===== config.mk =====
export PLATFORM = sky130hd
export DESIGN_NAME = if_stage
export DESIGN_NICKNAME = d
export VERILOG_FILES = /design/src/rtl/mips_pkg.sv /design/src/rtl/if_hold_buf.sv /design/src/rtl/if_stage.sv
export SDC_FILE = /design/constraint.sdc
export NUM_CORES = 1
export LEC_CHECK = 0
export BUFFER_PORTS_ARGS = -buffer_cell sky130_fd_sc_hd__buf_4
export CELL_PAD_IN_SITES_DETAIL_PLACEMENT = 1
export CELL_PAD_IN_SITES_GLOBAL_PLACEMENT = 2
export CORE_MARGIN = 2
export CORE_UTILIZATION = 35
export DETAILED_ROUTE_END_ITERATION = 8
export PLACE_DENSITY_LB_ADDON = 0.1
export SLEW_MARGIN = 15
export SYNTH_ARGS = -nofsm -noshare
export SYNTH_HDL_FRONTEND = slang
export SYNTH_SLANG_ARGS = --single-unit

===== constraint.sdc =====
create_clock -name clk -period 7.3 [get_ports clk]
set_input_delay 0 -clock clk [delete_from_list [all_inputs] [get_ports clk]]
set_output_delay 0 -clock clk [all_outputs]
set_load 0.01 [all_outputs]

===== src/rtl/mips_pkg.sv =====
// Shared definitions for the pipelined MIPS core: word width, PC constants
// and the instruction-fetch state encoding.
package mips_pkg;

    localparam int          WORD_W           = 32;
    localparam logic [31:0] RESET_PC_DEFAULT = 32'h0000_0000;
    localparam logic [31:0] PC_INC           = 32'd4;

    typedef enum logic [1:0] {
        FETCH = 2'd0,
        WAIT  = 2'd1,
        DROP  = 2'd2
    } fetch_state_t;

    function automatic logic [31:0] word_align(input logic [31:0] addr);
        return {addr[31:2], 2'b00};
    endfunction

endpackage


===== src/rtl/if_hold_buf.sv =====
// One-entry skid buffer that catches a fetch response arriving while decode is
// stalled with a live instruction.
module if_hold_buf
    import mips_pkg::*;
(
    input  logic              clk,
    input  logic              reset,
    input  logic              load,
    input  logic              drain,
    input  logic              clear,
    input  logic [WORD_W-1:0] load_instr,
    input  logic [WORD_W-1:0] load_pc,
    output logic              buf_valid,
    output logic [WORD_W-1:0] buf_instr,
    output logic [WORD_W-1:0] buf_pc
);

    // Clear (flush) beats load so a redirect never leaves a stale entry behind.
    always_ff @(posedge clk or posedge reset) begin
        if (reset) begin
            buf_valid <= 1'b0;
            buf_instr <= '0;
            buf_pc    <= '0;
        end else if (clear) begin
            buf_valid <= 1'b0;
        end else if (load) begin
            buf_valid <= 1'b1;
            buf_instr <= load_instr;
            buf_pc    <= load_pc;
        end else if (drain) begin
            buf_valid <= 1'b0;
        end
    end

endmodule


===== src/rtl/if_stage.sv =====
// Instruction-fetch stage: PC, single-outstanding imem handshake, hold buffer
// and IF/ID pipeline register, with memory-stage redirects killing fetches.
module if_stage
    import mips_pkg::*;
#(
    parameter logic [31:0] RESET_PC = RESET_PC_DEFAULT
)
(
    input  logic              clk,
    input  logic              reset,
    output logic              imem_req,
    output logic [WORD_W-1:0] imem_addr,
    input  logic              imem_rvalid,
    input  logic [WORD_W-1:0] imem_rdata,
    input  logic              stall_DE,
    input  logic              redirect_ME,
    input  logic [WORD_W-1:0] redirect_pc_ME,
    output logic [WORD_W-1:0] instr_DE,
    output logic [WORD_W-1:0] pc_DE,
    output logic [WORD_W-1:0] pcplus4_DE,
    output logic              valid_DE
);

    fetch_state_t      state, state_next;
    logic [WORD_W-1:0] pc_q;
    logic [WORD_W-1:0] req_pc;
    logic              buf_valid;
    logic [WORD_W-1:0] buf_instr;
    logic [WORD_W-1:0] buf_pc;
    logic              resp;
    logic              ifid_free;
    logic              resp_to_ifid;
    logic              resp_to_buf;
    logic              issue;

    // A new fetch may follow a response in the same cycle only if that
    // response lands in IF/ID; otherwise the buffer would be oversubscribed.
    always_comb begin
        resp         = (state == WAIT) && imem_rvalid;
        ifid_free    = (!valid_DE || !stall_DE) && !buf_valid;
        resp_to_ifid = resp && ifid_free && !redirect_ME;
        resp_to_buf  = resp && !ifid_free && !redirect_ME;
        issue        = !redirect_ME &&
                       (((state == FETCH) && !buf_valid) || (resp && ifid_free));
    end

    assign imem_req  = issue && !reset;
    assign imem_addr = imem_req ? pc_q : '0;

    always_comb begin
        state_next = state;
        if (redirect_ME) begin
            case (state)
                WAIT:    state_next = imem_rvalid ? FETCH : DROP;
                DROP:    state_next = imem_rvalid ? FETCH : DROP;
                default: state_next = FETCH;
            endcase
        end else if (issue) begin
            state_next = WAIT;
        end else if ((state == WAIT || state == DROP) && imem_rvalid) begin
            state_next = FETCH;
        end
    end

    always_ff @(posedge clk or posedge reset) begin
        if (reset) begin
            state  <= FETCH;
            pc_q   <= RESET_PC;
            req_pc <= RESET_PC;
        end else begin
            state <= state_next;
            if (redirect_ME) begin
                pc_q <= word_align(redirect_pc_ME);
            end else if (issue) begin
                pc_q   <= pc_q + PC_INC;
                req_pc <= pc_q;
            end
        end
    end

    if_hold_buf u_hold_buf (
        .clk        (clk),
        .reset      (reset),
        .load       (resp_to_buf),
        .drain      (!stall_DE && !redirect_ME),
        .clear      (redirect_ME),
        .load_instr (imem_rdata),
        .load_pc    (req_pc),
        .buf_valid  (buf_valid),
        .buf_instr  (buf_instr),
        .buf_pc     (buf_pc)
    );

    // An empty IF/ID accepts a response even while decode is stalled.
    always_ff @(posedge clk or posedge reset) begin
        if (reset) begin
            valid_DE   <= 1'b0;
            instr_DE   <= '0;
            pc_DE      <= '0;
            pcplus4_DE <= '0;
        end else if (redirect_ME) begin
            valid_DE <= 1'b0;
        end else if (buf_valid && !stall_DE) begin
            valid_DE   <= 1'b1;
            instr_DE   <= buf_instr;
            pc_DE      <= buf_pc;
            pcplus4_DE <= buf_pc + PC_INC;
        end else if (resp_to_ifid) begin
            valid_DE   <= 1'b1;
            instr_DE   <= imem_rdata;
            pc_DE      <= req_pc;
            pcplus4_DE <= req_pc + PC_INC;
        end else if (!stall_DE) begin
            valid_DE <= 1'b0;
        end
    end

endmodule


### Word-level counts from Yosys, hierarchy flattened

Cells that the tools add are included.
W data, S select, Z words.

* add/sub/neg operators: 3
* eq/ne operators: 3
* mux-type cells: 21
* bitwise gates (word level): 1
* reduce and logical (&&, ||, !) cells: 30

Operator list (count)
* $mux W32: 9
* $add A32 B3 Y32 const B: 3
* $logic_and A1 B1 Y1: 12
* $mux W2: 5
* $mux W1: 7
* $logic_not A1 Y1: 6
* $reduce_and A2 Y1: 3
* $reduce_bool A3 Y1: 2
* $ne A4 B1 Y1 const B: 1
* $reduce_bool A2 Y1: 2
* $logic_or A1 B1 Y1: 3
* $eq A2 B1 Y1 const B: 1
* $eq A2 B2 Y1 const B: 1
* $logic_not A2 Y1: 1
* $reduce_or A2 Y1: 1
* $not A1 Y1: 1

* register bits after elaboration: 228
* bits of input ports: 69
* logic and storage cells: 68

### Depth between registers and ports, before layout

* word-level depth: 8
* mapped depth: 15

### By module

From an unflattened synthesis, not the netlist that was laid out.

* cells, all modules: 1005
* area total of the unflattened synthesis: 10841.6 um^2

By module, submodules not included
* if_stage: times used 1, cells each 864, area each 8096.5 um^2, seq. area each 3928.8 um^2
* if_hold_buf: times used 1, cells each 141, area each 2745.1 um^2, seq. area each 1626.6 um^2

### Least setup slack after synthesis

OpenSTA, ideal clock, no wires.

* path kind: flip-flop to flip-flop
* start: reg u_hold_buf.buf_valid
* end: reg pcplus4_DE[12]
* library setup time: 0.132 ns
* data arrival time: 2.609 ns
* required time: 7.168 ns
* setup slack: 4.560 ns
* stages on the path, launching flop included: 16
* path buffers: 5
* clock period less this slack: 2.740 ns
* path through: dfrtp_1 > nand2b_4 > buf_6 > buf_4 > buf_2 > buf_2 > nand2_1 > nand2_1 > ha_1 > nand2_1 > mux2i_4 > nand3b_1 > buf_2 > nor4_1 > xor2_1 > o21ai_1

* word-level cells in the longest chain between the ends: 6

RTL lines
* from (decl): line if_hold_buf.sv:13 `output logic buf_valid,`
* from (signal assigned): line if_hold_buf.sv:21 `buf_valid <= 1'b0;`
* from (signal assigned): line if_hold_buf.sv:25 `buf_valid <= 1'b0;`
* from (signal assigned): line if_hold_buf.sv:27 `buf_valid <= 1'b1;`
* $logic_not A1 Y1: line if_stage.sv:40 `ifid_free = (!valid_DE || !stall_DE) && !buf_valid;`
* $logic_and A1 B1 Y1: line if_stage.sv:40
* $logic_and A1 B1 Y1 (2 in a row): line if_stage.sv:41 `resp_to_ifid = resp && ifid_free && !redirect_ME;`
* $reduce_bool A2 Y1 (no line)
* $reduce_and A2 Y1 (no line)
* to (signal assigned): line if_stage.sv:107 `pcplus4_DE <= buf_pc + PC_INC;`
* to (signal assigned): line if_stage.sv:112 `pcplus4_DE <= req_pc + PC_INC;`
* to (decl): line if_stage.sv:20 `output logic [WORD_W-1:0] pcplus4_DE,`

Parallel ways exist; a longest one is shown, timed or not.
A chain may end at the register's enable or synchronous reset.

### Worst setup path in the final report

* start: reg u_hold_buf.buf_valid
* end: reg pcplus4_DE[26]

Same word-level chain as after synthesis.

==> summary.txt <==
Status
  – Status: complete, no violations

Worst hold path
  – Hold crit path type: in2async

Timing
  – RSZ-0062 raised after global routing: no
  – Hold WS: 176 ps
  – Final period utilization: 53.3%
  – Clk_skew: 7.68 ps
  – Rel. slew slack: 28.6%
  – Final hold viol count: 0
  – Setup violators final: 0
  – Post-Route Setup TNS: 0 ps
  – Min Tclk post-route: 3890 ps
  – Fin. max-slew vios: 0
  – Worst Max-Slew Pin Slew: 1070 ps
  – Fmax: 0.257 GHz

Worst setup path
  – Register-to-Register Setup Slack: 3410 ps
  – Critical Path Start Type: register
  – CP max FO: 43
  – Reg-to-reg startpoint: u_hold_buf.buf_valid
  – Kind of end point of the critical path: register
  – Critical Path AT: 4260 ps
  – Kind of critical path: reg2reg
  – CP cell instances: and2b_2 > mux2_4 > ha_1 > nand2_1 > mux2i_4 > nand3b_1 > nor4_2 > xor2_1 > o21ai_1
  – CP max-delay cell: and2b_2
  – Crit path required time: 7670 ps
  – R2r endpoint: pcplus4_DE[26]
  – Largest stage delay, worst path: 940 ps
  – Reg2reg path depth: 9

Route
  – Routed Antenna Nets: 0
  – Final wirelength: 28400 um
  – First-pass DRT Iterations: 4
  – Avg WL per Cell: 17.2 um
  – Remaining DRCs: 0
  – Vias per inst: 4.89
  – Initial DRC count: 345
  – Total number of vias: 8040

Die
  – Die footprint: 31300 sq um
  – Initial Utilization: 35.4%
  – Cell row count: 63
  – IO Count: 199
  – Die Height: 177 um
  – Die Wd: 177 um
  – CORE AREA: 29600 sq um

Placement
  – Placer Congestion: 0.780
  – Placed wire-length estimate: 19100 um
  – Port bufs: 190
  – Placed instance area: 12200 sq um

Clocking
  – TritonCTS clock tree: done
  – Cts bufs inserted: 25
  – Clk slew on worst S/H paths: 60 ps
  – Htree depth: 1
  – Root buffer cell: clkbuf_16
  – Setup Buffers After CTS: 0
  – Clock buffer depth: 3
  – Sink Count: 218
  – Clock latency at the later pin of the worst-skew pair: 520 ps

GRT
  – GR Util met3: 2.43%
  – Met2 GRT Util: 27.4%
  – Number of global-route vias before repair: 8158
  – GR met1 Demand/Resource: 28.1%
  – Initial antenna violation count: 0
  – Global-route wire length before repair: 45800 um
  – Largest net degree at the start of global routing: 109
  – Total GRT Usage: 18.4%
  – Most Used Layer, Global Route: met1
  – Global route total overflow: 0

Synth
  – Async S/R FF share, synth: 100%
  – Synth unique cells: 52
  – Mapped cell area: 10500 sq um
  – Yosys warning total: 0
  – Cell taking the most area after synthesis: dfrtp_1
  – Post-synth top cells: dfrtp_1 (218), nand2_1 (212), mux2_2 (97), nor2_1 (52), o21ai_0 (45)
  – Register area share after synthesis: 52.1%
  – Synth Flop Type: dfrtp_1
  – Synth top area share: 52.1%
  – Number of flops mapped to enable cells by yosys: 0
  – Synth Instances: 1001
  – Synth Register Bits: 218
  – Main area contributors after synthesis: dfrtp_1 (52%), mux2_2 (10%), nand2_1 (7.6%), mux2i_1 (3.6%), xor2_1 (3.1%)
  – Avg Cell Area, Syn: 10.5 sq um
  – Top-count cell post-synth: dfrtp_1

Finish
  – Final #Nets: 1309
  – Layout cells sized above 1: 28.9%
  – Final instance area: 13700 sq um
  – Area of the multi-input gates: 4740 sq um
  – Post-Route Utilization: 46.5%
  – Diodes inserted: 0
  – Area growth from synthesis to final layout: 31.4%
  – Filler Cell Count: 3280
  – Sequential Area: 5460 sq um

Power
  – Max IR drop VDD: 148 uV
  – Cell Pwr Density: 361 nW/um^2
  – Leakage power total: 6.46 nW
  – Tot Pwr: 4.96 mW

Flow run
  – Max-cap violation count: 0
cells by family after synthesis:
logic type | count (synthesis) | synth area share, %
AOI/OAI and AO/OA | 137 | 7.44
xor gates and xnor gates | 54 | 4.52
adders and majority gates | 4 | 0.478
buffers and inverters | 68 | 3.12
DFF | 218 | 52.1
muxes | 141 | 15.3
other | 1 | 0.0358
and+or+nand+nor | 378 | 17.0
metrics by stage:
step | std cells | setup WS [ps]
final | 1644 | 3410
after global routing | 1644 | 3050
after CTS | 1644 | 3300
after detailed placement | 1530 | 3310
after global placement | 1530 | 3420
after floorplan | 1006 | 1340
timing repair:
item	4_1_cts	5_1_grt
hold buffers	69	0
hold endpoints to repair	196	0
resized for setup	0	0
worst max-delay path, delay by kind of cell, from the launching register on:
family,cells,cell delay (ps)
AND/OR/NAND/NOR,4,2070
flip-flops,1,620
multiplexers,2,550
adder cells (fa/ha/maj),1,220
XOR/XNOR,1,190
AO/OA/AOI/OAI,1,70
worst max-delay path by stage:
stage | startpoint | endpoint | cells past startpoint
final | u_hold_buf.buf_valid | pcplus4_DE[26] | 9
after detailed placement | u_hold_buf.buf_valid | pcplus4_DE[26] | 9
after floorplan | reset | instr_DE[0] | 1
after global routing | u_hold_buf.buf_valid | pcplus4_DE[26] | 9
after CTS | u_hold_buf.buf_valid | pcplus4_DE[26] | 9
after global placement | u_hold_buf.buf_valid | pcplus4_DE[26] | 9
flip-flops by register name, indices dropped and copies added, names as in the netlist:
name	cells
pcplus4_DE	30
pc_q	30
valid_DE	1
pc_DE	30
instr_DE	32
u_hold_buf.buf_valid	1
state	2
u_hold_buf.buf_instr	32
u_hold_buf.buf_pc	30
req_pc	30
final cells by class:
class,instances,share of cell area (%)
Timing Repair Buffer,267,15.8
Clock inverter,9,1.10
Sequential cell,218,39.7
Clock buffer,36,5.21
Tap cell,390,3.55
Multi-Input combinational cell,720,34.5
Inverter,4,0.164
report_power, final:
group / internal, mW / switching, mW / leakage, nW
Sequential: 1.66 / 0.381 / 2.74
Combinational: 0.812 / 0.778 / 3.29
Clock: 0.821 / 0.504 / 0.424
cells in the final DEF, fill, tap and decap left out, types with 2 or more instances in the layout:
cell type and count:
nor4_1 4, a21oi_1 6, clkbuf_16 25, mux2_2 97, a21o_1 2, clkbuf_8 5, buf_4 198, dlygate4sd3_1 69
inv_1 3, conb_1 6, nor3_2 4, xnor2_1 17, mux2i_4 5, nand3_1 20, nor2b_1 3, mux2i_1 38
and2_1 30, nand2_1 211, nand4_1 8, nor3_1 9, clkinv_2 3, or3_1 2, bufinv_16 4, o211ai_1 2
o21ai_0 45, and3_1 12, dfrtp_1 218, nor4_2 7, o2111ai_1 2, a31oi_1 38, ha_1 4, nand2b_1 2
o21ai_1 36, xor2_1 37, nor2_1 52, nor4_4 2, clkbuf_1 6
metal layers:
layer / wire, um / vias up
met5: 0 / -
met4: 627 / 0
met3: 1110 / 37
met2: 12300 / 156
met1: 14300 / 3950
li1: - / 3897
No activity file was read; power rests on OpenSTA's default activity.
